**src/rtl/visor_target_debug_if.sv**
```systemverilog
// Visor register-space bus for visor_target_debug.
// The visor MCU drives write strobes into the adapter and reads back its
// debug registers over this interface.
//   wr_en / wr_sel / wr_data : register write port (visor -> adapter)
//   bp_addr_rd               : {bp3,bp2,bp1,bp0} breakpoint read-back
//   bp_status                : per-slot hit flags
//   exr_shadow               : target EXR captured at the hit
//   peek_data / peek_valid   : last target debug peek write and freshness flag
//   bp_hit_count             : hit counter, present only with VISOR_BP_HIT_COUNT_EN
// Optional feature macro: VISOR_BP_HIT_COUNT_EN
interface visor_target_debug_if;
    logic        wr_en;
    logic [2:0]  wr_sel;
    logic [15:0] wr_data;
    logic [63:0] bp_addr_rd;
    logic [3:0]  bp_status;
    logic [15:0] exr_shadow;
    logic [15:0] peek_data;
    logic        peek_valid;
`ifdef VISOR_BP_HIT_COUNT_EN
    logic [15:0] bp_hit_count;

    modport master (
        output wr_en, wr_sel, wr_data,
        input  bp_addr_rd, bp_status, exr_shadow, peek_data, peek_valid, bp_hit_count
    );

    modport slave (
        input  wr_en, wr_sel, wr_data,
        output bp_addr_rd, bp_status, exr_shadow, peek_data, peek_valid, bp_hit_count
    );
`else
    modport master (
        output wr_en, wr_sel, wr_data,
        input  bp_addr_rd, bp_status, exr_shadow, peek_data, peek_valid
    );

    modport slave (
        input  wr_en, wr_sel, wr_data,
        output bp_addr_rd, bp_status, exr_shadow, peek_data, peek_valid
    );
`endif
endinterface

```
**src/rtl/visor_target_debug.sv**
```systemverilog
// visor_target_debug: supervisor-side debug adapter between the visor MCU's
// I/O register space and the debugged target core. It watches target fetches
// for breakpoint hits, holds the target, can divert the target code bus to a
// forced opcode, issues load-EXR / execute strobes and captures peek writes.
// Ports:
//   clk, reset      : common clock, asynchronous active-low reset
//   bus (slave)     : visor register bus (see visor_target_debug_if)
//   tg_fetch, tg_code_addr, tg_code_rom, tg_exr, tg_peek_we, tg_peek_wdata :
//                     target observation inputs
//   tg_code, tg_reset, tg_hold, tg_load_exr, tg_exec : target control outputs
// Register select: 0-3 bp0..bp3, 4 bus_ctrl, 5 tg_force, 6 force_opcode,
//   7 hit counter clear (only with the optional counter).
// Optional feature macro: VISOR_BP_HIT_COUNT_EN adds bus.bp_hit_count.
module visor_target_debug #(
    parameter logic [15:0] BP_DISABLE     = 16'hffff,
    parameter logic [2:0]  RESET_BUS_CTRL = 3'b010
) (
    input  logic                 clk,
    input  logic                 reset,
    visor_target_debug_if.slave  bus,
    input  logic                 tg_fetch,
    input  logic [15:0]          tg_code_addr,
    input  logic [15:0]          tg_code_rom,
    input  logic [15:0]          tg_exr,
    input  logic                 tg_peek_we,
    input  logic [15:0]          tg_peek_wdata,
    output logic [15:0]          tg_code,
    output logic                 tg_reset,
    output logic                 tg_hold,
    output logic                 tg_load_exr,
    output logic                 tg_exec
);

    typedef enum logic [1:0] {RUN, HALTED, FORCED} dbg_state_t;

    logic [3:0][15:0] bp_q;
    logic [2:0]       bus_ctrl_q;
    logic             hold_q;
    logic [15:0]      force_opcode_q;
    logic [3:0]       status_q;
    logic [3:0]       skip_q;
    logic             halted_q;
    logic [15:0]      exr_q;
    logic [15:0]      peek_q;
    logic             peek_valid_q;
    logic             load_exr_q;
    logic             exec_q;
    dbg_state_t       state_q;
    dbg_state_t       state_d;

    logic [3:0] wr_bp;
    logic [3:0] hit;
    logic [3:0] status_d;
    logic [3:0] skip_d;
    logic       wr_bus_ctrl;
    logic       wr_force;
    logic       wr_opcode;
    logic       any_hit;

    assign wr_bus_ctrl = bus.wr_en && (bus.wr_sel == 3'd4);
    assign wr_force    = bus.wr_en && (bus.wr_sel == 3'd5);
    assign wr_opcode   = bus.wr_en && (bus.wr_sel == 3'd6);
    assign any_hit     = |hit;

    assign tg_reset    = bus_ctrl_q[1];
    assign tg_hold     = halted_q | hold_q | tg_reset;
    assign tg_code     = bus_ctrl_q[2] ? force_opcode_q : tg_code_rom;
    assign tg_load_exr = load_exr_q;
    assign tg_exec     = exec_q;

    assign bus.bp_addr_rd = {bp_q[3], bp_q[2], bp_q[1], bp_q[0]};
    assign bus.bp_status  = status_q;
    assign bus.exr_shadow = exr_q;
    assign bus.peek_data  = peek_q;
    assign bus.peek_valid = peek_valid_q;

    // Per-slot breakpoint match. A write to a slot beats a match in the same
    // cycle and arms its skip flag, so rewriting the address the target is
    // parked on lets it step past once before the slot can fire again.
    always_comb begin
        wr_bp    = '0;
        hit      = '0;
        status_d = status_q;
        skip_d   = skip_q;
        for (int i = 0; i < 4; i++) begin
            wr_bp[i] = bus.wr_en && (bus.wr_sel == 3'(i));
            hit[i]   = tg_fetch && !tg_hold && (tg_code_addr == bp_q[i]) &&
                       (bp_q[i] != BP_DISABLE) && !skip_q[i] && !wr_bp[i];
            if (wr_bp[i]) begin
                status_d[i] = 1'b0;
                skip_d[i]   = 1'b1;
            end else begin
                status_d[i] = status_q[i] | hit[i];
                if (tg_fetch && (tg_code_addr != bp_q[i])) begin
                    skip_d[i] = 1'b0;
                end
            end
        end
    end

    // Visor-visible registers, breakpoint bookkeeping and target strobes.
    // The load/exec strobes only fire if the target is already held when the
    // visor writes tg_force; bit0 is the only stored tg_force bit.
    always_ff @(posedge clk or negedge reset) begin
        if (!reset) begin
            bp_q           <= {4{BP_DISABLE}};
            bus_ctrl_q     <= RESET_BUS_CTRL;
            hold_q         <= 1'b0;
            force_opcode_q <= '0;
            status_q       <= '0;
            skip_q         <= '0;
            halted_q       <= 1'b0;
            exr_q          <= '0;
            peek_q         <= '0;
            peek_valid_q   <= 1'b0;
            load_exr_q     <= 1'b0;
            exec_q         <= 1'b0;
        end else begin
            for (int i = 0; i < 4; i++) begin
                if (wr_bp[i]) begin
                    bp_q[i] <= bus.wr_data;
                end
            end
            status_q <= status_d;
            skip_q   <= skip_d;
            halted_q <= any_hit | (halted_q & (|status_d));
            if (any_hit) begin
                exr_q <= tg_exr;
            end
            if (wr_bus_ctrl) begin
                bus_ctrl_q <= bus.wr_data[2:0];
            end
            if (wr_opcode) begin
                force_opcode_q <= bus.wr_data;
            end
            if (wr_force) begin
                hold_q <= bus.wr_data[0];
            end
            load_exr_q <= wr_force && bus.wr_data[1] && tg_hold;
            exec_q     <= wr_force && bus.wr_data[2] && tg_hold;
            if (tg_peek_we) begin
                peek_q       <= tg_peek_wdata;
                peek_valid_q <= 1'b1;
            end else if (wr_force && bus.wr_data[2]) begin
                peek_valid_q <= 1'b0;
            end
        end
    end

    // Debug state register.
    always_ff @(posedge clk or negedge reset) begin
        if (!reset) begin
            state_q <= RUN;
        end else begin
            state_q <= state_d;
        end
    end

    // Debug state sequencing: a held tg_force[0] overrides everything, and on
    // release the target goes back to halted only while some hit is pending.
    always_comb begin
        state_d = state_q;
        case (state_q)
            RUN: begin
                if (hold_q) begin
                    state_d = FORCED;
                end else if (any_hit) begin
                    state_d = HALTED;
                end
            end
            HALTED: begin
                if (hold_q) begin
                    state_d = FORCED;
                end else if (status_d == 4'b0000) begin
                    state_d = RUN;
                end
            end
            FORCED: begin
                if (!hold_q) begin
                    state_d = (status_d != 4'b0000) ? HALTED : RUN;
                end
            end
            default: state_d = RUN;
        endcase
    end

`ifdef VISOR_BP_HIT_COUNT_EN
    logic [15:0] hit_count_q;

    // Counts hit events, not slots: simultaneous hits add one. Sticks at max.
    always_ff @(posedge clk or negedge reset) begin
        if (!reset) begin
            hit_count_q <= '0;
        end else if (bus.wr_en && (bus.wr_sel == 3'd7)) begin
            hit_count_q <= '0;
        end else if (any_hit && (hit_count_q != 16'hffff)) begin
            hit_count_q <= hit_count_q + 16'd1;
        end
    end

    assign bus.bp_hit_count = hit_count_q;
`else
    // Without the counter, register select 7 has no destination.
`endif

endmodule

```
**src/flat_wrapper.sv**
```systemverilog
// flat-port wrapper written by rule: the top's interface ports become plain ports
module visor_target_debug_flat 
#(
    parameter logic [15:0] BP_DISABLE     = 16'hffff,
    parameter logic [2:0]  RESET_BUS_CTRL = 3'b010
)
  (clk, reset, tg_fetch, tg_code_addr, tg_code_rom, tg_exr, tg_peek_we, tg_peek_wdata, tg_code, tg_reset, tg_hold, tg_load_exr, tg_exec, bus_wr_en, bus_wr_sel, bus_wr_data, bus_bp_addr_rd, bus_bp_status, bus_exr_shadow, bus_peek_data, bus_peek_valid);
  visor_target_debug_if bus_i ();
  input  logic clk;
  input  logic reset;
  input  logic tg_fetch;
  input  logic [15:0] tg_code_addr;
  input  logic [15:0] tg_code_rom;
  input  logic [15:0] tg_exr;
  input  logic tg_peek_we;
  input  logic [15:0] tg_peek_wdata;
  output logic [15:0] tg_code;
  output logic tg_reset;
  output logic tg_hold;
  output logic tg_load_exr;
  output logic tg_exec;
  input wire logic [$bits(bus_i.wr_en)-1:0] bus_wr_en;
  input wire logic [$bits(bus_i.wr_sel)-1:0] bus_wr_sel;
  input wire logic [$bits(bus_i.wr_data)-1:0] bus_wr_data;
  output wire logic [$bits(bus_i.bp_addr_rd)-1:0] bus_bp_addr_rd;
  output wire logic [$bits(bus_i.bp_status)-1:0] bus_bp_status;
  output wire logic [$bits(bus_i.exr_shadow)-1:0] bus_exr_shadow;
  output wire logic [$bits(bus_i.peek_data)-1:0] bus_peek_data;
  output wire logic [$bits(bus_i.peek_valid)-1:0] bus_peek_valid;
  assign bus_i.wr_en = bus_wr_en;
  assign bus_i.wr_sel = bus_wr_sel;
  assign bus_i.wr_data = bus_wr_data;
  assign bus_bp_addr_rd = bus_i.bp_addr_rd;
  assign bus_bp_status = bus_i.bp_status;
  assign bus_exr_shadow = bus_i.exr_shadow;
  assign bus_peek_data = bus_i.peek_data;
  assign bus_peek_valid = bus_i.peek_valid;
  visor_target_debug #(.BP_DISABLE(BP_DISABLE), .RESET_BUS_CTRL(RESET_BUS_CTRL)) u_core (.clk(clk), .reset(reset), .bus(bus_i), .tg_fetch(tg_fetch), .tg_code_addr(tg_code_addr), .tg_code_rom(tg_code_rom), .tg_exr(tg_exr), .tg_peek_we(tg_peek_we), .tg_peek_wdata(tg_peek_wdata), .tg_code(tg_code), .tg_reset(tg_reset), .tg_hold(tg_hold), .tg_load_exr(tg_load_exr), .tg_exec(tg_exec));
endmodule
```
**config.mk**
```make
export PLATFORM = sky130hd
export DESIGN_NAME = visor_target_debug_flat
export DESIGN_NICKNAME = d
export VERILOG_FILES = /design/src/rtl/visor_target_debug_if.sv /design/src/rtl/visor_target_debug.sv /design/src/flat_wrapper.sv
export SDC_FILE = /design/constraint.sdc
export NUM_CORES = 1
export LEC_CHECK = 0
export CAP_MARGIN = 20
export CORE_MARGIN = 3
export CORE_UTILIZATION = 49
export CTS_BUF_LIST = sky130_fd_sc_hd__clkbuf_4 sky130_fd_sc_hd__clkbuf_8 sky130_fd_sc_hd__clkbuf_16
export DETAILED_ROUTE_END_ITERATION = 16
export PLACE_DENSITY = 0.86
export SYNTH_ARGS = -nofsm -noshare
export SYNTH_HDL_FRONTEND = slang
export SYNTH_SLANG_ARGS = --single-unit
```
**constraint.sdc**
```tcl
create_clock -name clk -period 3.5 [get_ports clk]
set_clock_uncertainty 0.15 [all_clocks]
set_input_delay 0.35 -clock clk [delete_from_list [all_inputs] [get_ports clk]]
set_output_delay 0.35 -clock clk [all_outputs]
set_load 0.02 [all_outputs]
```
==> reports/metrics.cfg <==
[synthesis]
syn_inst=423
syn_nets=511
yosysTopAreaCell=dfstp_2
synth_area_um2=5989
synthTopCellsByArea=dfstp_2 (29%), dfrtp_1 (26%), mux2_2 (23%), xor2_1 (9.4%), mux2_4 (2.3%)
yosysWarnings=0
synth_top_area_frac=0.2851
synth.avg_cell_area_um2=14.16
synth.yosys.seq_area_share=0.5442
yosysUniqueCellTypes=34
ys_ff_latch=127

[detailed_routing]
vias=4477
drt-wirelength-per-cell_um=21.48
drc=0
drt_iter0_markers=316
routed_wirelength_mm=17.18
firstDrtPassIters=5
antenna_left=0
viasPerCell=5.596

[clock_tree]
clockBufferDepth=2
postCtsSetupBuffers=0
clk_latency_ns=0.41
cts_sinks=127
numCtsBuffers=17
cts-htree-levels=4
clkTransAtPathRegs_ns=0.05
cts_tree=yes
cts_root_buffer=clkbuf_16

[placed_design]
io_buffers=208
place_congestion=0.8637
postPlaceCellArea_um2=8198
hpwl_mm=12.48
dp_slack_ns=0.4052

[floorplan]
die_x_um=116.6
rows=39
ios=209
initial_core_util=0.5136
die-area_um2=13590
fp.dieH_um=116.6
core-area_um2=11660

[power]
leakage_nw=3.612
peakVddDrop_uv=540.3
p_total_mw=5.408
powerDensity_nw_per_um2=612.9

[grt]
antenna_found_initial=2
track_usage=0.2598
grt_pass1_vias=4730
grt_max_degree=68
gr-total-overflow=0
grt_pass1_wl_mm=26.16

[job]
maxCapViolCount=0

[hold_path]
hp-class=reg2reg

[worst_setup_path]
cp.arrival_ns=2.26
required_ns=3.00
crit_type=reg2out
cp_max_fo=17
cp-end-kind=output pin
crit_path_start_kind=register

[sta]
rsz0062_at_grt=false
worst_pin_slew_ns=0.9567
fmax_mhz=362.0
timing_hold_violations_final=0
fin_crit_ns=2.763
fin_crit_sh=0.7893
setup_viol=0
relSlewSlack=0.3606
fin_ws_ns=0.7373
drv_slew=0
whs_ns=0.3173
tns_ns=0

[finish]
fillers=770
final_nets=730
layout-drive-gt1-share=0.3710
area_delta_synth_final_pct=47.29
final_area_um2=8822

[run_status]
status=finished clean

-- cell usage after synthesis --
cell	count
clkbuf_1	8
or4_1	2
mux2_2	122
nor3b_2	1
nor4_1	21
buf_12	2
nand3_2	1
and2_4	1
buf_1	1
nand3_1	2
o22ai_2	1
or4_4	1
nand2_1	10
nor3_4	1
inv_1	4
and2_1	2
o22ai_1	3
xor2_1	64
o41ai_1	2
a21o_1	4
mux2_4	9
and2b_1	1
nand2b_4	1
buf_4	2
nor3_2	1
and2b_4	1
dfrtp_1	62
nor2_1	3
nand2b_1	1
nor3_1	1
buf_6	1
or3_1	1
dfstp_2	65
nand4_1	21
-- registers in the layout (all words and copies together), names as in the netlist --
register / count
u_core.bus.bp_addr_rd: 64
u_core.bus.exr_shadow: 16
u_core.bus.peek_data: 16
u_core.force_opcode_q: 16
u_core.bus.bp_status: 4
u_core.skip_q: 4
u_core.bus_ctrl_q: 2
u_core.bus.peek_valid: 1
u_core.halted_q: 1
u_core.hold_q: 1
u_core.tg_exec: 1
u_core.tg_load_exr: 1
-- path summary, 6_finish.rpt --
check,startpoint,end,slack [ns],cells past startpoint
max,u_core.bus_ctrl_q[2],tg_code[0],0.74,2
min,u_core.skip_q[2],u_core.skip_q[2],0.32,1
max reg2reg,u_core.halted_q,u_core.bus.exr_shadow[0],0.83,7
min reg2reg,u_core.skip_q[2],u_core.skip_q[2],0.32,1
max in group asynchronous,reset,u_core.bus.bp_addr_rd[23],1.90,3
min in group asynchronous,reset,u_core.force_opcode_q[5],0.39,2
-- placed cells by master, fill, tap and decap left out, types with 3 or more instances in the layout --
| cell type | instances |
|---|---|
| clkbuf_4 | 5 |
| o22ai_1 | 3 |
| nor2_1 | 3 |
| clkbuf_16 | 17 |
| dfstp_2 | 65 |
| xor2_1 | 64 |
| clkbuf_8 | 5 |
| clkdlybuf4s50_1 | 207 |
| mux2_2 | 122 |
| inv_1 | 4 |
| a21o_1 | 4 |
| nand4_1 | 21 |
| nor4_1 | 21 |
| mux2_4 | 9 |
| buf_4 | 5 |
| dfrtp_1 | 62 |
| nand2_1 | 10 |
-- cell families after synthesis --
family          count (synthesis)  synth area share
simple gates                   73           0.07792
xor+xnor                       64           0.09359
compound gates                 10           0.01316
mux                           131            0.2519
flops                         127            0.5442
buf+inv                        18           0.01922
-- per-layer routing --
| metal | up-vias | track usage | routed length (um) |
|---|---|---|---|
| met5 | - | 0 | 0 |
| met4 | 0 | 0.1040 | 346 |
| met3 | 27 | 0.07720 | 1315 |
| met2 | 209 | 0.4085 | 8429 |
| met1 | 2252 | 0.3393 | 7092 |
| li1 | 1989 | - | - |
-- critical path, cell delays in order, from the launching register on --
cell	delay [ns]
dfrtp_1	0.89
mux2_2	0.41
clkdlybuf4s50_1	0.55
-- timing repair --
action,in CTS,in global routing
gates resized for setup,0,0
endpoints found under the hold margin,20,0
hold buffers,1,0
-- metrics by stage --
stage | utilization | cells
floorplan | - | 423
global placement | 0.7029 | 765
detailed placement | 0.7029 | 765
CTS | 0.7560 | 798
global route | 0.7565 | 800
finish | 0.7565 | 800
-- power by group --
| part | switching, mW | internal [mW] | total, mW |
|---|---|---|---|
| Combinational | 0.677 | 0.799 | 1.48 |
| Sequential | 0.317 | 1.84 | 2.16 |
| Clock | 0.595 | 1.18 | 1.77 |
-- layout make-up --
type                    instances  area [um^2]  share of cell area
flip-flops and latches        127         3259              0.3695
multi-input cells             278         2615              0.2964
repair buffers                214         2140              0.2425
clock buffers                  27        531.8             0.06028
well taps                     143        178.9             0.02028
clock inverters                 5        77.57            0.008793
inverters                       4        15.01            0.001702
diodes                          2        5.005           0.0005673
(Power assumes the default switching activity.)
